File: config.mk
export PLATFORM = sky130hd
export DESIGN_NAME = axil_led_pwm
export DESIGN_NICKNAME = d
export VERILOG_FILES = /design/src/rtl/axil_led_pwm_pkg.sv /design/src/rtl/axil_led_pwm_core.sv /design/src/rtl/axil_led_pwm.sv
export SDC_FILE = /design/constraint.sdc
export NUM_CORES = 1
export LEC_CHECK = 0
export ABC_AREA = 1
export CAP_MARGIN = 25
export CORE_ASPECT_RATIO = 0.75
export CORE_UTILIZATION = 50
export DETAILED_ROUTE_END_ITERATION = 8
export GPL_TIMING_DRIVEN = 1
export PLACE_DENSITY = 0.77
export REMOVE_ABC_BUFFERS = 1
export SLEW_MARGIN = 10
export SYNTH_ARGS = -nofsm -noshare
export SYNTH_HDL_FRONTEND = slang
export SYNTH_HIERARCHICAL = 1
export SYNTH_SLANG_ARGS = --single-unit
File: constraint.sdc
create_clock -name clk -period 3 [get_ports clk]
set_input_delay 0.6 -clock clk [delete_from_list [all_inputs] [get_ports clk]]
set_output_delay 0.6 -clock clk [all_outputs]
set_load 0.005 [all_outputs]
File: src/rtl/axil_led_pwm_pkg.sv
// Shared register map, response codes and FSM state types for the AXI-Lite LED PWM block.
package axil_led_pwm_pkg;

    localparam logic [7:0] CTRL_OFS  = 8'h00;
    localparam logic [7:0] PRESC_OFS = 8'h04;
    localparam logic [7:0] CNT_OFS   = 8'h08;
    localparam logic [7:0] IRQ_OFS   = 8'h0C;
    localparam logic [7:0] DUTY_BASE = 8'h40;

    localparam int CTRL_EN_BIT  = 0;
    localparam int CTRL_INV_BIT = 1;

    typedef enum logic [1:0] {
        OKAY   = 2'b00,
        SLVERR = 2'b10
    } resp_e;

    typedef enum logic {
        W_IDLE,
        W_RESP
    } wr_state_e;

    typedef enum logic {
        R_IDLE,
        R_DATA
    } rd_state_e;

endpackage

File: src/rtl/axil_led_pwm_core.sv
// PWM engine: shared prescaler and period counter, double-buffered per-channel duty, registered compare.
module led_pwm_core #(
    parameter int NUM_CH  = 8,
    parameter int PWM_W   = 8,
    parameter int PRESC_W = 16
) (
    input  logic                      clk,
    input  logic                      rst,
    input  logic                      en,
    input  logic                      inv,
    input  logic [PRESC_W-1:0]        presc,
    input  logic [NUM_CH-1:0]         shd_we,
    input  logic [PWM_W-1:0]          shd_wdata,
    output logic [NUM_CH*PWM_W-1:0]   shd_flat,
    output logic [PWM_W-1:0]          cnt,
    output logic                      wrap,
    output logic [NUM_CH-1:0]         led
);

    localparam logic [PWM_W-1:0] ONES = '1;

    logic [PRESC_W-1:0] pre_q, pre_d;
    logic [PWM_W-1:0]   cnt_q, cnt_d;
    logic [NUM_CH-1:0]  led_q, led_d;
    logic [PWM_W-1:0]   shd_q [NUM_CH];
    logic [PWM_W-1:0]   shd_d [NUM_CH];
    logic [PWM_W-1:0]   act_q [NUM_CH];
    logic [PWM_W-1:0]   act_d [NUM_CH];
    logic               tick;

    // >= rather than == so a PRESC lowered below the running count still ticks promptly
    assign tick = en && (pre_q >= presc);
    assign wrap = tick && (cnt_q == ONES);

    always_comb begin
        pre_d = pre_q;
        cnt_d = cnt_q;
        if (!en) begin
            pre_d = '0;
            cnt_d = '0;
        end else if (tick) begin
            pre_d = '0;
            cnt_d = cnt_q + PWM_W'(1);
        end else begin
            pre_d = pre_q + PRESC_W'(1);
        end
    end

    genvar gi;
    generate
        for (gi = 0; gi < NUM_CH; gi++) begin : g_ch
            assign shd_d[gi] = shd_we[gi] ? shd_wdata : shd_q[gi];
            assign act_d[gi] = (!en || wrap) ? shd_q[gi] : act_q[gi];
            assign led_d[gi] = inv ^ (en && ((act_q[gi] == ONES) || (cnt_q < act_q[gi])));
            assign shd_flat[gi*PWM_W +: PWM_W] = shd_q[gi];
        end
    endgenerate

    always_ff @(posedge clk or negedge rst) begin
        if (!rst) begin
            pre_q <= '0;
            cnt_q <= '0;
            led_q <= '0;
            for (int i = 0; i < NUM_CH; i++) begin
                shd_q[i] <= '0;
                act_q[i] <= '0;
            end
        end else begin
            pre_q <= pre_d;
            cnt_q <= cnt_d;
            led_q <= led_d;
            for (int i = 0; i < NUM_CH; i++) begin
                shd_q[i] <= shd_d[i];
                act_q[i] <= act_d[i];
            end
        end
    end

    assign cnt = cnt_q;
    assign led = led_q;

endmodule

File: src/rtl/axil_led_pwm.sv
// AXI4-Lite slave front end for the LED PWM core: write/read FSMs and register decode.
// Optional interrupt register and irq port are built when AXIL_LED_PWM_IRQ_EN is defined.
module axil_led_pwm
    import axil_led_pwm_pkg::*;
#(
    parameter int NUM_CH  = 8,
    parameter int PWM_W   = 8,
    parameter int PRESC_W = 16,
    parameter int ADDR_W  = 8
) (
    input  logic              clk,
    input  logic              rst,
    input  logic              s_axil_awvalid,
    output logic              s_axil_awready,
    input  logic [ADDR_W-1:0] s_axil_awaddr,
    input  logic [2:0]        s_axil_awprot,
    input  logic              s_axil_wvalid,
    output logic              s_axil_wready,
    input  logic [31:0]       s_axil_wdata,
    input  logic [3:0]        s_axil_wstrb,
    output logic              s_axil_bvalid,
    input  logic              s_axil_bready,
    output logic [1:0]        s_axil_bresp,
    input  logic              s_axil_arvalid,
    output logic              s_axil_arready,
    input  logic [ADDR_W-1:0] s_axil_araddr,
    input  logic [2:0]        s_axil_arprot,
    output logic              s_axil_rvalid,
    input  logic              s_axil_rready,
    output logic [31:0]       s_axil_rdata,
    output logic [1:0]        s_axil_rresp,
    output logic [NUM_CH-1:0] led
`ifdef AXIL_LED_PWM_IRQ_EN
    ,
    output logic              irq
`endif
);

    localparam int CTRL_WI  = int'(CTRL_OFS) / 4;
    localparam int PRESC_WI = int'(PRESC_OFS) / 4;
    localparam int CNT_WI   = int'(CNT_OFS) / 4;
    localparam int DUTY_WI  = int'(DUTY_BASE) / 4;
`ifdef AXIL_LED_PWM_IRQ_EN
    localparam int IRQ_WI   = int'(IRQ_OFS) / 4;
`endif

    wr_state_e          wst_q, wst_d;
    logic               awready_q, awready_d, wready_q, wready_d, bvalid_q, bvalid_d;
    resp_e              bresp_q, bresp_d;
    logic               aw_got_q, aw_got_d, w_got_q, w_got_d;
    logic [ADDR_W-1:0]  awaddr_q, awaddr_d;
    logic [31:0]        wdata_q, wdata_d;
    logic [3:0]         wstrb_q, wstrb_d;

    rd_state_e          rst_q, rst_d;
    logic               arready_q, arready_d, rvalid_q, rvalid_d;
    logic [31:0]        rdata_q, rdata_d;
    resp_e              rresp_q, rresp_d;

    logic [1:0]         ctrl_q, ctrl_d;
    logic [PRESC_W-1:0] presc_q, presc_d;

    logic               aw_hs, w_hs, wr_fire;
    logic [ADDR_W-1:0]  wr_addr;
    logic [31:0]        wr_data, strb_mask;
    logic [3:0]         wr_strb;
    int                 wr_word, rd_word;
    logic               wr_is_ctrl, wr_is_presc, wr_is_cnt, wr_is_duty, wr_is_irq;
    resp_e              wr_resp, rd_resp;
    logic [31:0]        rd_val;

    logic [NUM_CH-1:0]       shd_we;
    logic [PWM_W-1:0]        shd_wdata, duty_old;
    logic [NUM_CH*PWM_W-1:0] shd_flat;
    logic [PWM_W-1:0]        shd_arr [NUM_CH];
    logic [PWM_W-1:0]        cnt;
    logic                    wrap;

    // Write channel: AW and W latch independently; the register update uses whichever copy is live
    assign aw_hs   = s_axil_awvalid && awready_q;
    assign w_hs    = s_axil_wvalid && wready_q;
    assign wr_addr = aw_got_q ? awaddr_q : s_axil_awaddr;
    assign wr_data = w_got_q ? wdata_q : s_axil_wdata;
    assign wr_strb = w_got_q ? wstrb_q : s_axil_wstrb;
    assign wr_word = int'(wr_addr[ADDR_W-1:2]);
    assign rd_word = int'(s_axil_araddr[ADDR_W-1:2]);

    assign wr_is_ctrl  = (wr_word == CTRL_WI);
    assign wr_is_presc = (wr_word == PRESC_WI);
    assign wr_is_cnt   = (wr_word == CNT_WI);
    assign wr_is_duty  = (wr_word >= DUTY_WI) && (wr_word < DUTY_WI + NUM_CH);
`ifdef AXIL_LED_PWM_IRQ_EN
    assign wr_is_irq   = (wr_word == IRQ_WI);
`else
    assign wr_is_irq   = 1'b0;
`endif
    assign wr_resp = (wr_is_ctrl || wr_is_presc || wr_is_cnt || wr_is_duty || wr_is_irq) ? OKAY : SLVERR;

    genvar gi;
    generate
        for (gi = 0; gi < 4; gi++) begin : g_strb
            assign strb_mask[gi*8 +: 8] = {8{wr_strb[gi]}};
        end
        for (gi = 0; gi < NUM_CH; gi++) begin : g_duty
            assign shd_arr[gi] = shd_flat[gi*PWM_W +: PWM_W];
            assign shd_we[gi]  = wr_fire && (wr_word == DUTY_WI + gi);
        end
    endgenerate

    always_comb begin
        wst_d     = wst_q;
        awready_d = awready_q;
        wready_d  = wready_q;
        bvalid_d  = bvalid_q;
        bresp_d   = bresp_q;
        aw_got_d  = aw_got_q;
        w_got_d   = w_got_q;
        awaddr_d  = awaddr_q;
        wdata_d   = wdata_q;
        wstrb_d   = wstrb_q;
        wr_fire   = 1'b0;
        case (wst_q)
            W_IDLE: begin
                if (aw_hs) begin
                    aw_got_d = 1'b1;
                    awaddr_d = s_axil_awaddr;
                end
                if (w_hs) begin
                    w_got_d = 1'b1;
                    wdata_d = s_axil_wdata;
                    wstrb_d = s_axil_wstrb;
                end
                if ((aw_got_q || aw_hs) && (w_got_q || w_hs)) begin
                    wr_fire   = 1'b1;
                    wst_d     = W_RESP;
                    bvalid_d  = 1'b1;
                    bresp_d   = wr_resp;
                    aw_got_d  = 1'b0;
                    w_got_d   = 1'b0;
                    awready_d = 1'b0;
                    wready_d  = 1'b0;
                end else begin
                    awready_d = !(aw_got_q || aw_hs);
                    wready_d  = !(w_got_q || w_hs);
                end
            end
            W_RESP: begin
                if (s_axil_bready) begin
                    wst_d     = W_IDLE;
                    bvalid_d  = 1'b0;
                    awready_d = 1'b1;
                    wready_d  = 1'b1;
                end
            end
            default: wst_d = W_IDLE;
        endcase
    end

    always_comb begin
        ctrl_d   = ctrl_q;
        presc_d  = presc_q;
        duty_old = '0;
        for (int i = 0; i < NUM_CH; i++) begin
            if (wr_word == DUTY_WI + i) duty_old = shd_arr[i];
        end
        shd_wdata = (duty_old & ~strb_mask[PWM_W-1:0]) | (wr_data[PWM_W-1:0] & strb_mask[PWM_W-1:0]);
        if (wr_fire && wr_is_ctrl)
            ctrl_d = (ctrl_q & ~strb_mask[1:0]) | (wr_data[1:0] & strb_mask[1:0]);
        if (wr_fire && wr_is_presc)
            presc_d = (presc_q & ~strb_mask[PRESC_W-1:0]) | (wr_data[PRESC_W-1:0] & strb_mask[PRESC_W-1:0]);
    end

`ifdef AXIL_LED_PWM_IRQ_EN
    logic pend_q, pend_d, ie_q, ie_d, irq_q, irq_d;

    // A wrap in the same cycle as a clear must leave PEND set
    always_comb begin
        pend_d = pend_q;
        ie_d   = ie_q;
        if (wr_fire && wr_is_irq && wr_strb[0]) begin
            ie_d = wr_data[1];
            if (wr_data[0]) pend_d = 1'b0;
        end
        if (wrap) pend_d = 1'b1;
        irq_d = pend_d && ie_d;
    end

    always_ff @(posedge clk or negedge rst) begin
        if (!rst) begin
            pend_q <= 1'b0;
            ie_q   <= 1'b0;
            irq_q  <= 1'b0;
        end else begin
            pend_q <= pend_d;
            ie_q   <= ie_d;
            irq_q  <= irq_d;
        end
    end

    assign irq = irq_q;
`endif

    always_comb begin
        rd_val  = '0;
        rd_resp = OKAY;
        if (rd_word == CTRL_WI) begin
            rd_val = 32'(ctrl_q);
        end else if (rd_word == PRESC_WI) begin
            rd_val = 32'(presc_q);
        end else if (rd_word == CNT_WI) begin
            rd_val = 32'(cnt);
`ifdef AXIL_LED_PWM_IRQ_EN
        end else if (rd_word == IRQ_WI) begin
            rd_val = {30'b0, ie_q, pend_q};
`endif
        end else if ((rd_word >= DUTY_WI) && (rd_word < DUTY_WI + NUM_CH)) begin
            for (int i = 0; i < NUM_CH; i++) begin
                if (rd_word == DUTY_WI + i) rd_val = 32'(shd_arr[i]);
            end
        end else begin
            rd_resp = SLVERR;
        end
    end

    always_comb begin
        rst_d     = rst_q;
        arready_d = arready_q;
        rvalid_d  = rvalid_q;
        rdata_d   = rdata_q;
        rresp_d   = rresp_q;
        case (rst_q)
            R_IDLE: begin
                arready_d = 1'b1;
                if (s_axil_arvalid && arready_q) begin
                    rst_d     = R_DATA;
                    arready_d = 1'b0;
                    rvalid_d  = 1'b1;
                    rdata_d   = rd_val;
                    rresp_d   = rd_resp;
                end
            end
            R_DATA: begin
                if (s_axil_rready) begin
                    rst_d     = R_IDLE;
                    arready_d = 1'b1;
                    rvalid_d  = 1'b0;
                end
            end
            default: rst_d = R_IDLE;
        endcase
    end

    always_ff @(posedge clk or negedge rst) begin
        if (!rst) begin
            wst_q     <= W_IDLE;
            awready_q <= 1'b0;
            wready_q  <= 1'b0;
            bvalid_q  <= 1'b0;
            bresp_q   <= OKAY;
            aw_got_q  <= 1'b0;
            w_got_q   <= 1'b0;
            awaddr_q  <= '0;
            wdata_q   <= '0;
            wstrb_q   <= '0;
            rst_q     <= R_IDLE;
            arready_q <= 1'b0;
            rvalid_q  <= 1'b0;
            rdata_q   <= '0;
            rresp_q   <= OKAY;
            ctrl_q    <= '0;
            presc_q   <= '0;
        end else begin
            wst_q     <= wst_d;
            awready_q <= awready_d;
            wready_q  <= wready_d;
            bvalid_q  <= bvalid_d;
            bresp_q   <= bresp_d;
            aw_got_q  <= aw_got_d;
            w_got_q   <= w_got_d;
            awaddr_q  <= awaddr_d;
            wdata_q   <= wdata_d;
            wstrb_q   <= wstrb_d;
            rst_q     <= rst_d;
            arready_q <= arready_d;
            rvalid_q  <= rvalid_d;
            rdata_q   <= rdata_d;
            rresp_q   <= rresp_d;
            ctrl_q    <= ctrl_d;
            presc_q   <= presc_d;
        end
    end

    led_pwm_core #(
        .NUM_CH  (NUM_CH),
        .PWM_W   (PWM_W),
        .PRESC_W (PRESC_W)
    ) u_core (
        .clk       (clk),
        .rst       (rst),
        .en        (ctrl_q[CTRL_EN_BIT]),
        .inv       (ctrl_q[CTRL_INV_BIT]),
        .presc     (presc_q),
        .shd_we    (shd_we),
        .shd_wdata (shd_wdata),
        .shd_flat  (shd_flat),
        .cnt       (cnt),
        .wrap      (wrap),
        .led       (led)
    );

    assign s_axil_awready = awready_q;
    assign s_axil_wready  = wready_q;
    assign s_axil_bvalid  = bvalid_q;
    assign s_axil_bresp   = bresp_q;
    assign s_axil_arready = arready_q;
    assign s_axil_rvalid  = rvalid_q;
    assign s_axil_rdata   = rdata_q;
    assign s_axil_rresp   = rresp_q;

    logic unused_ok;
`ifdef AXIL_LED_PWM_IRQ_EN
    assign unused_ok = ^{s_axil_awprot, s_axil_arprot, wr_addr[1:0], s_axil_araddr[1:0],
                         wr_data, wr_strb, strb_mask};
`else
    assign unused_ok = ^{s_axil_awprot, s_axil_arprot, wr_addr[1:0], s_axil_araddr[1:0],
                         wr_data, wr_strb, strb_mask, wrap};
`endif

endmodule
==> flow_summary_export.csv, run 1 <==
group,metric,value,unit
cts,cts_setup_buffers,0,
global_route,track_usage,27.24,%
layout,final_cell_area,15130,um2
route,dr.max_layer_used,"met4",
place,dp_hpwl,26360,um
timing,fin_skew,0.02042,ns
power_and_ir_drop,leakage,7.495,nW
route,route.met2.wl,14980,um
setup_path,cp.arrival,2.99,ns
cts,ctsHoldBuffers,0,
timing,grt_setup_unrepaired,"false",
route,ant_nets,0,
setup_path,cp-start-kind,"flop",
cts,cts_resized,0,
place,place_area,14350,um2
layout,nets,1837,
place,port_buffers,67,
setup_path,rrSetupSlack,0.48,ns
cts,clock_sinks,229,
die,start_util,51.81,%
setup_path,crit_start,"aw_got_q",
power_and_ir_drop,combinationalPowerShare,30.8,%
timing,finalMaxSlewViolations,0,
setup_path,rr_worst_depth,11,
cts,path_clk_slew,0.06,ns
timing,setup_viol,0,
layout,n_fill_cell,2226,
timing,max_slew_margin,53.08,%
cts,htree_levels,1,
power_and_ir_drop,switching_share,37.57,%
layout,drive_above_1_share,11.90,%
power_and_ir_drop,p_int,6.750,mW
global_route,antenna_found_initial,0,
outcome,status,"completed",
setup_path,path_class,"reg2reg",
cts,cts_buffers,24,
timing,fmax,396.5,MHz
power_and_ir_drop,total_power,10.81,mW
yosys,syn_inst,1610,
cts,clk_path_buf_depth,3,
timing,fin_crit,2.522,ns
cts,cts-root-buf,"clkbuf_16",
route,vias_per_cell,5.486,
power_and_ir_drop,clock_power_share,27.1,%
route,wl_per_cell,17.54,um
route,wl_met3,3379,um
global_route,grt_pass1_wl,56970,um
setup_path,crit_path_end_kind,"flop",
timing,final.period_utilization,84.06,%
global_route,grt-ovfl-total,0,
worst_hold_path,min_path_type,"in2async",
route,dr.first_iter.drc_count,1111,
layout,areaGrowthSynthToFinish,15.26,%
die,die_w,189.1,um
global_route,grt_max_degree,74,
route,firstDrtPassIters,5,
power_and_ir_drop,power_density,714.6,nW/um2
layout,utilization,59.72,%
route,routed_wl,36010,um
yosys,syn_area,13130,um2
place,post-place-cells,2010,
setup_path,endpoint,"u_core/shd_flat[10]",
setup_path,crit_fanout,11,
timing,hold_viol,0,
die,num_rows,50,
route,route.detailed.drc,0,
flow_run,drv_cap,0,
die,dieArea,26910,um2
die,die_y,142.3,um
layout,antenna_cells,0,
die,fp.coreArea,25340,um2
power_and_ir_drop,power_switching,4.062,mW
setup_path,required,3.46,ns
route,num_vias,11260,
die,io_pins,114,
place,gp_congestion,0.9518,
setup_path,r2r-end,"u_core/shd_flat[10]",
power_and_ir_drop,ir_worst_vdd,0.5112,mV
yosys,yosysWarnings,6,
yosys,syn_avg_cell_area,8.154,um2
timing,worstMarginPinSlew,0.7038,ns
power_and_ir_drop,pwr-share-seq,42.1,%
global_route,first_global_vias,10330,
cts,cts_tree,"done",
route,drt-met1-wl,17080,um
cts,clk_latency,0.53,ns
setup_path,worstReg2RegStart,"aw_got_q",
layout,final_cells,2053,
==> worst min-delay path by stage <==
stage	start	endpoint	slack, ns	depth (start not counted)
5_1_grt	rst	u_core/cnt[3]	0.10	1
3_5_place_dp	rst_q	s_axil_rvalid	0.44	1
2_1_floorplan	rst	async pin	0.30	0
3_3_place_gp	rst_q	s_axil_rvalid	0.43	1
6_report	rst	u_core/cnt[3]	0.08	1
4_1_cts	rst	u_core/cnt[3]	0.09	1
==> state kept, by name, indices dropped and copies added, names as in the netlist, 2 cells and up, named ones only <==
| register | flops |
|---|---|
| wdata_q | 16 |
| u_core/act_q | 64 |
| u_core/led | 8 |
| u_core/shd_flat | 64 |
| wstrb_q | 2 |
| awaddr_q | 6 |
| u_core/pre_q | 16 |
| u_core/cnt | 8 |
| s_axil_rdata | 16 |
==> cell usage in the layout, fill, tap and decap left out, types with 3 or more instances in the layout <==
cell type / count
xor2_1: 3
a21oi_1: 57
ha_1: 74
conb_1: 18
o21a_1: 4
nand3_1: 149
dfrtp_1: 228
a211oi_1: 8
nand2_1: 452
nor3_1: 10
clkbuf_16: 25
nand3_2: 18
clkinv_1: 3
nor2_1: 93
inv_2: 4
nor2_2: 5
buf_12: 9
clkinv_2: 4
nand4_1: 36
mux2_2: 64
nor4_1: 3
clkbuf_1: 5
clkbuf_8: 7
mux2_4: 6
o21ai_0: 81
o211ai_1: 9
o21ai_1: 10
buf_4: 41
clkdlybuf4s50_1: 66
inv_1: 192
==> power by group through the flow <==
stage	clock network [mW]	registers [mW]	logic, mW
final	2.94	4.55	3.33
after global routing	3.11	4.63	3.75
after CTS	2.98	4.51	3.32
after detailed placement	0	4.56	3.30
after global placement	0	4.54	3.16
after floorplan	0	4.30	2.03
==> metal layers <==
metal,GRT usage [%],up-vias
met5,0,-
met1,42.42,5388
li1,-,5404
met4,5.390,0
met2,38.99,435
met3,5.276,36
==> cell type report <==
class                      count  area, um2  share of cell area (%)
clock inverter                 6      38.79                  0.2563
sequential                   229       5734                   37.90
clock buffer                  37      740.7                   4.895
tap                          338      422.9                   2.795
multi-input combinational   1127       6284                   41.53
inverter                     199      747.0                   4.937
timing repair buffer         117       1164                   7.690
==> per-stage QoR <==
stage               hold slack (ns)  worst slack [ns]  TNS [ns]
finish                      0.07730            0.4781         0
global route                 0.1014            0.2254         0
CTS                         0.08703            0.4948         0
detailed placement           0.4353          -0.02545   -0.1390
global placement             0.4287           0.03593         0
floorplan                    0.3044           -0.8355    -57.04
==> critical path, cell delays in order (launching register included) <==
cell,delay [ns]
dfrtp_1,0.58
nand2_1,0.13
o21ai_2,0.15
inv_2,0.11
nor2_8,0.18
inv_2,0.05
nor2_1,0.46
nand2_1,0.10
nand4_1,0.11
nand2_1,0.05
nand2_1,0.30
mux2_2,0.24
(Power assumes the default switching activity.)
==> run 2, diff against run 1 <==
--- a/config.mk
+++ b/config.mk
@@ -11,7 +11,7 @@
 export CORE_UTILIZATION = 50
 export DETAILED_ROUTE_END_ITERATION = 8
 export GPL_TIMING_DRIVEN = 1
-export PLACE_DENSITY = 0.77
+export PLACE_DENSITY = 0.79
 export REMOVE_ABC_BUFFERS = 1
 export SLEW_MARGIN = 10
 export SYNTH_ARGS = -nofsm -noshare
==> constraint.sdc (replaced) <==
create_clock -name clk -period 2.1 [get_ports clk]
set_input_delay 0.42 -clock clk [delete_from_list [all_inputs] [get_ports clk]]
set_output_delay 0.42 -clock clk [all_outputs]
set_load 0.005 [all_outputs]
==> flow_summary_export.csv, run 2 (synthesized netlist as in run 1, its figures left out) <==
group,metric,value,unit
outcome,status,"complete, but fails checks",
outcome,violations,"setup timing",
layout,utilization,67.20,%
setup_path,crit_fanout,7,
global_route,use_met2,41.04,%
setup_path,cp.arrival,2.69,ns
cts,cts-root-buf,"clkbuf_16",
timing,setup_viol,89,
power_and_ir_drop,leakage,8.214,nW
route,firstDrtPassIters,6,
die,dieArea,26910,um2
cts,clk_path_buf_depth,3,
layout,areaGrowthSynthToFinish,29.70,%
route,dr.first_iter.drc_count,1425,
setup_path,cp_top_family,"simple AND/OR/NAND/NOR gates",
place,dp_hpwl,27530,um
global_route,grt_pass1_wl,60490,um
global_route,global_route.usage.met1,43.89,%
setup_path,crit_top_cell,"a21oi_2",
setup_path,crit_path_end_kind,"flop",
die,io_pins,114,
timing,hold_viol,0,
cts,clk_latency,0.54,ns
layout,final_common_cell,"nand2_1",
cts,cts_tree,"done",
route,ant_nets,0,
flow_run,drv_cap,0,
die,die_w,189.1,um
setup_path,worst-path-buf-inv,2,
timing,final.period_utilization,108.2,%
route,route.detailed.drc,0,
layout,drive_above_1_share,25.31,%
layout,final_cell_mix,"nand2_1, dfrtp_1, inv_1",
layout,nets,1915,
power_and_ir_drop,switching_share,38.53,%
power_and_ir_drop,ir_worst_vdd,0.8266,mV
global_route,grt.met3_usage,5.966,%
timing,worstMarginPinSlew,0.8365,ns
place,place_ws,-0.5389,ns
global_route,busiest_layer,"met1",
cts,htree_levels,1,
power_and_ir_drop,pwr-share-seq,36.8,%
route,routed_wl,41690,um
die,fp.coreArea,25340,um2
route,vias_per_cell,5.734,
timing,max_slew_margin,44.03,%
global_route,grt-ovfl-total,0,
timing,fin_crit,2.272,ns
setup_path,slowest_delay,0.41,ns
place,gp_congestion,1.040,
die,start_util,51.81,%
die,die_y,142.3,um
cts,clock_sinks,229,
die,num_rows,50,
cts,cts_buffers,24,
worst_hold_path,min_path_type,"in2async",
setup_path,crit_slowest_cell,"dfrtp_1",
power_and_ir_drop,power_density,1046,nW/um2
route,wl_per_cell,19.55,um
global_route,antenna_found_initial,0,
global_route,grt_max_degree,73,
timing,fin_skew,0.01657,ns
global_route,track_usage,28.81,%
power_and_ir_drop,combinationalPowerShare,36.8,%
global_route,first_global_vias,11050,
timing,finalMaxSlewViolations,0,
setup_path,cp-start-kind,"flop",
timing,fmax,440.2,MHz
place,port_buffers,67,
power_and_ir_drop,p_int,10.95,mW
power_and_ir_drop,clock_power_share,26.5,%
route,num_vias,12230,
setup_path,path_class,"reg2reg",
power_and_ir_drop,power_switching,6.865,mW
layout,antenna_cells,0,
setup_path,required,2.52,ns
timing,setup_slack,-0.1719,ns
cts,path_clk_slew,0.06,ns
setup_path,crit_chain,"inv_1 -> ha_4 -> a21oi_2 -> o21ai_1 -> a21oi_2 -> nand2_4 -> nand3_4 -> nand2_8 -> clkbuf_16 -> nand2_2 -> nand2_1",
timing,grt_setup_unrepaired,"true",
run 2: path summary, 6_finish.rpt:
kind | slack, ns | endpoint | start | cells after the start
worst max register to register | -0.17 | u_core/act_q[62] | flop | 11
worst min-delay path | 0.45 | u_core/cnt[3] | rst | 2
max in group asynchronous | 0.98 | wstrb_q[1] | rst | 3
worst min register to register | 0.45 | s_axil_rvalid | rst_q | 1
worst max-delay path | -0.17 | u_core/act_q[62] | flop | 11
min in group clk | 0.45 | s_axil_rvalid | rst_q | 1
run 2: power groups by stage:
stage	sequential (mW)	clock [mW]	combinational, mW
after floorplan	6.14	0	2.90
after global placement	6.41	0	4.76
after detailed placement	6.44	0	4.94
after CTS	6.36	4.74	5.18
after global routing	6.61	4.92	7.13
final	6.55	4.72	6.55
run 2: final cells by class:
class | count | area (um2)
fillers | 1870 | 8310
inverters | 199 | 754.5
flip-flops and latches | 229 | 5743
repair buffers | 193 | 2036
multi-input cells | 1128 | 7197
clock inverters | 11 | 160.2
repair inverters | 1 | 7.507
well taps | 338 | 422.9
clock buffers | 33 | 705.7
run 2: routing by layer:
layer / vias up / part of all wire (%)
met5: - / 0
met3: 94 / 10
met1: 5945 / 43
met2: 634 / 44
li1: 5552 / -
met4: 0 / 2.9
run 2: per-stage QoR:
stage	area (um2)	TNS [ns]	power (mW)	std cells	hold slack, ns
floorplan	12760	-169.62	9.042	1555	0.1244
global placement	14700	-31.60	11.17	2050	0.4323
detailed placement	14700	-37.11	11.38	2050	0.4405
CTS	15700	0	16.28	2100	0.4573
global route	17030	-13.61	18.65	2132	0.4709
finish	17030	-6.114	17.82	2132	0.4511
run 2: what timing repair did:
item | in CTS | in global routing
gates resized for setup | 24 | 255
buffers inserted | 5 | 17
hold endpoints to repair | 65 | 0
setup endpoints to repair | 66 | 146
hold buffers | 1 | 0
cloned | 0 | 16
pin swaps | 2 | 82
==> run 3, diff against run 2 <==
--- a/config.mk
+++ b/config.mk
@@ -10,7 +10,7 @@
 export CORE_ASPECT_RATIO = 0.75
 export CORE_UTILIZATION = 50
 export DETAILED_ROUTE_END_ITERATION = 8
-export GPL_TIMING_DRIVEN = 1
+export GPL_TIMING_DRIVEN = 0
 export PLACE_DENSITY = 0.79
 export REMOVE_ABC_BUFFERS = 1
 export SLEW_MARGIN = 10
==> flow_summary_export.csv, run 3 (synthesized netlist as in run 1, its figures left out) <==
group,metric,value,unit
cts,cts_buffers,24,
setup_path,rrSetupSlack,-0.21,ns
layout,drive_above_1_share,24.46,%
die,fp.coreArea,25340,um2
setup_path,rr_worst_depth,11,
cts,path_clk_slew,0.06,ns
route,route.detailed.drc,0,
timing,final.period_utilization,109.9,%
setup_path,crit_path_end_kind,"flop",
setup_path,path_class,"reg2reg",
place,dp_hpwl,25150,um
layout,final_cell_mix,"nand2_1, dfrtp_1, inv_1",
cts,clock_sinks,229,
flow_run,drv_cap,0,
timing,finalMaxSlewViolations,0,
power_and_ir_drop,total_power,17.82,mW
global_route,grt-ovfl-total,0,
cts,clk_path_buf_depth,3,
timing,grt_setup_unrepaired,"true",
power_and_ir_drop,p_int,10.68,mW
route,firstDrtPassIters,6,
power_and_ir_drop,switching_share,40.04,%
setup_path,worstReg2RegStart,"aw_got_q",
die,die_w,189.1,um
die,io_pins,114,
die,die_y,142.3,um
route,wl_per_cell,20.26,um
timing,max_slew_margin,55.51,%
timing,hold_viol,0,
die,num_rows,50,
timing,fin_tns_setup,-15.65,ns
setup_path,worst-path-buf-inv,2,
setup_path,r2r-end,"u_core/shd_flat[21]",
cts,clk_latency,0.53,ns
route,vias_per_cell,5.830,
power_and_ir_drop,ir_worst_vdd,0.7334,mV
place,post-place-cells,1969,
layout,nets,1868,
global_route,grt_max_degree,112,
timing,fin_crit,2.308,ns
global_route,first_global_vias,11170,
setup_path,cp_top_family,"simple AND/OR/NAND/NOR gates",
global_route,antenna_found_initial,0,
setup_path,slowest_delay,0.45,ns
power_and_ir_drop,pwr-share-seq,36.8,%
layout,antenna_cells,0,
route,ant_nets,0,
global_route,grt_pass1_wl,62460,um
setup_path,cp-start-kind,"flop",
layout,final_cells,2084,
global_route,track_usage,30.09,%
timing,fin_skew,0.02075,ns
route,routed_wl,42220,um
place,gp_congestion,0.9614,
setup_path,cp.arrival,2.71,ns
setup_path,crit_fanout,10,
power_and_ir_drop,power_density,1067,nW/um2
die,dieArea,26910,um2
place,port_buffers,67,
layout,areaGrowthSynthToFinish,27.20,%
outcome,violations,"setup timing",
timing,setup_viol,129,
power_and_ir_drop,power_switching,7.135,mW
layout,final_common_cell,"nand2_1",
outcome,status,"complete, but fails checks",
timing,worstMarginPinSlew,0.6662,ns
timing,fmax,433.3,MHz
timing,fin_hold_ws,0.3086,ns
cts,htree_levels,1,
layout,utilization,65.91,%
setup_path,crit_chain,"buf_6 -> o21ai_4 -> buf_4 -> nor2_4 -> nand3_1 -> nand3_1 -> nor2_1 -> nand4_1 -> nand2_2 -> nand2_4 -> mux2_2",
setup_path,crit_top_cell,"nand3_1",
cts,cts_tree,"done",
power_and_ir_drop,combinationalPowerShare,37.3,%
power_and_ir_drop,leakage,7.837,nW
power_and_ir_drop,clock_power_share,25.9,%
setup_path,crit_slowest_cell,"dfrtp_2",
setup_path,crit_start,"aw_got_q",
route,dr.first_iter.drc_count,1506,
die,start_util,51.81,%
worst_hold_path,min_path_type,"in2async",
route,num_vias,12150,
cts,cts-root-buf,"clkbuf_16",
setup_path,required,2.50,ns
timing,setup_slack,-0.2080,ns
[run 3: what timing repair did]
item                                   CTS  global route
endpoints found under the hold margin   16             0
buffers inserted                        37            16
gates cloned                            13             5
hold buffers                             1             0
resized for setup                      136           174
setup endpoints to repair              193           171
pin swaps                               30            49
[run 3: worst max path at each step]
| stage | slack [ns] | end | cells past startpoint |
|---|---|---|---|
| floorplan | -1.74 | u_core/act_q[10] | 4 |
| global placement | -9.08 | awaddr_q[2] | 1 |
| detailed placement | -1.53 | u_core/act_q[20] | 9 |
| CTS | -0.09 | u_core/shd_flat[15] | 12 |
| global route | -0.24 | u_core/shd_flat[21] | 11 |
| finish | -0.21 | u_core/shd_flat[21] | 11 |
[run 3: worst register-to-register path: stages (launching register included)]
cell and delay, ns:
dfrtp_2 0.45, buf_6 0.16, o21ai_4 0.20, buf_4 0.16, nor2_4 0.07, nand3_1 0.12
nand3_1 0.10, nor2_1 0.24, nand4_1 0.18, nand2_2 0.12, nand2_4 0.10, mux2_2 0.28
[run 3: area by class of cell]
cell class | count | area [um2]
inverters | 199 | 773.2
repair buffers | 132 | 1401
clock buffers | 34 | 699.4
well taps | 338 | 422.9
flip-flops and latches | 229 | 5768
fillers | 1905 | 8638
repair inverters | 1 | 6.256
multi-input cells | 1142 | 7482
clock inverters | 9 | 145.1
[run 3: layer usage]
| metal | part of all wire, % | track usage [%] | vias to the layer above |
|---|---|---|---|
| li1 | - | - | 5497 |
| met1 | 42 | 44.35 | 5877 |
| met2 | 44 | 43.96 | 673 |
| met3 | 11 | 7.076 | 102 |
| met4 | 2.5 | 8.489 | 0 |
| met5 | 0 | 0 | - |
[run 3: power by group through the flow]
stage / logic [mW] / registers (mW) / clock network (mW)
floorplan: 2.90 / 6.14 / 0
global placement: 4.11 / 6.57 / 0
detailed placement: 4.45 / 6.48 / 0
CTS: 5.77 / 6.39 / 4.62
global route: 7.17 / 6.64 / 4.83
finish: 6.65 / 6.56 / 4.61
[run 3: stage by stage]
| stage | area [um2] | setup slack (ns) |
|---|---|---|
| after floorplan | 12760 | -1.735 |
| final | 16700 | -0.2080 |
| after global placement | 13850 | -9.084 |
| after global routing | 16700 | -0.2387 |
| after detailed placement | 14020 | -1.527 |
| after CTS | 15870 | -0.08781 |
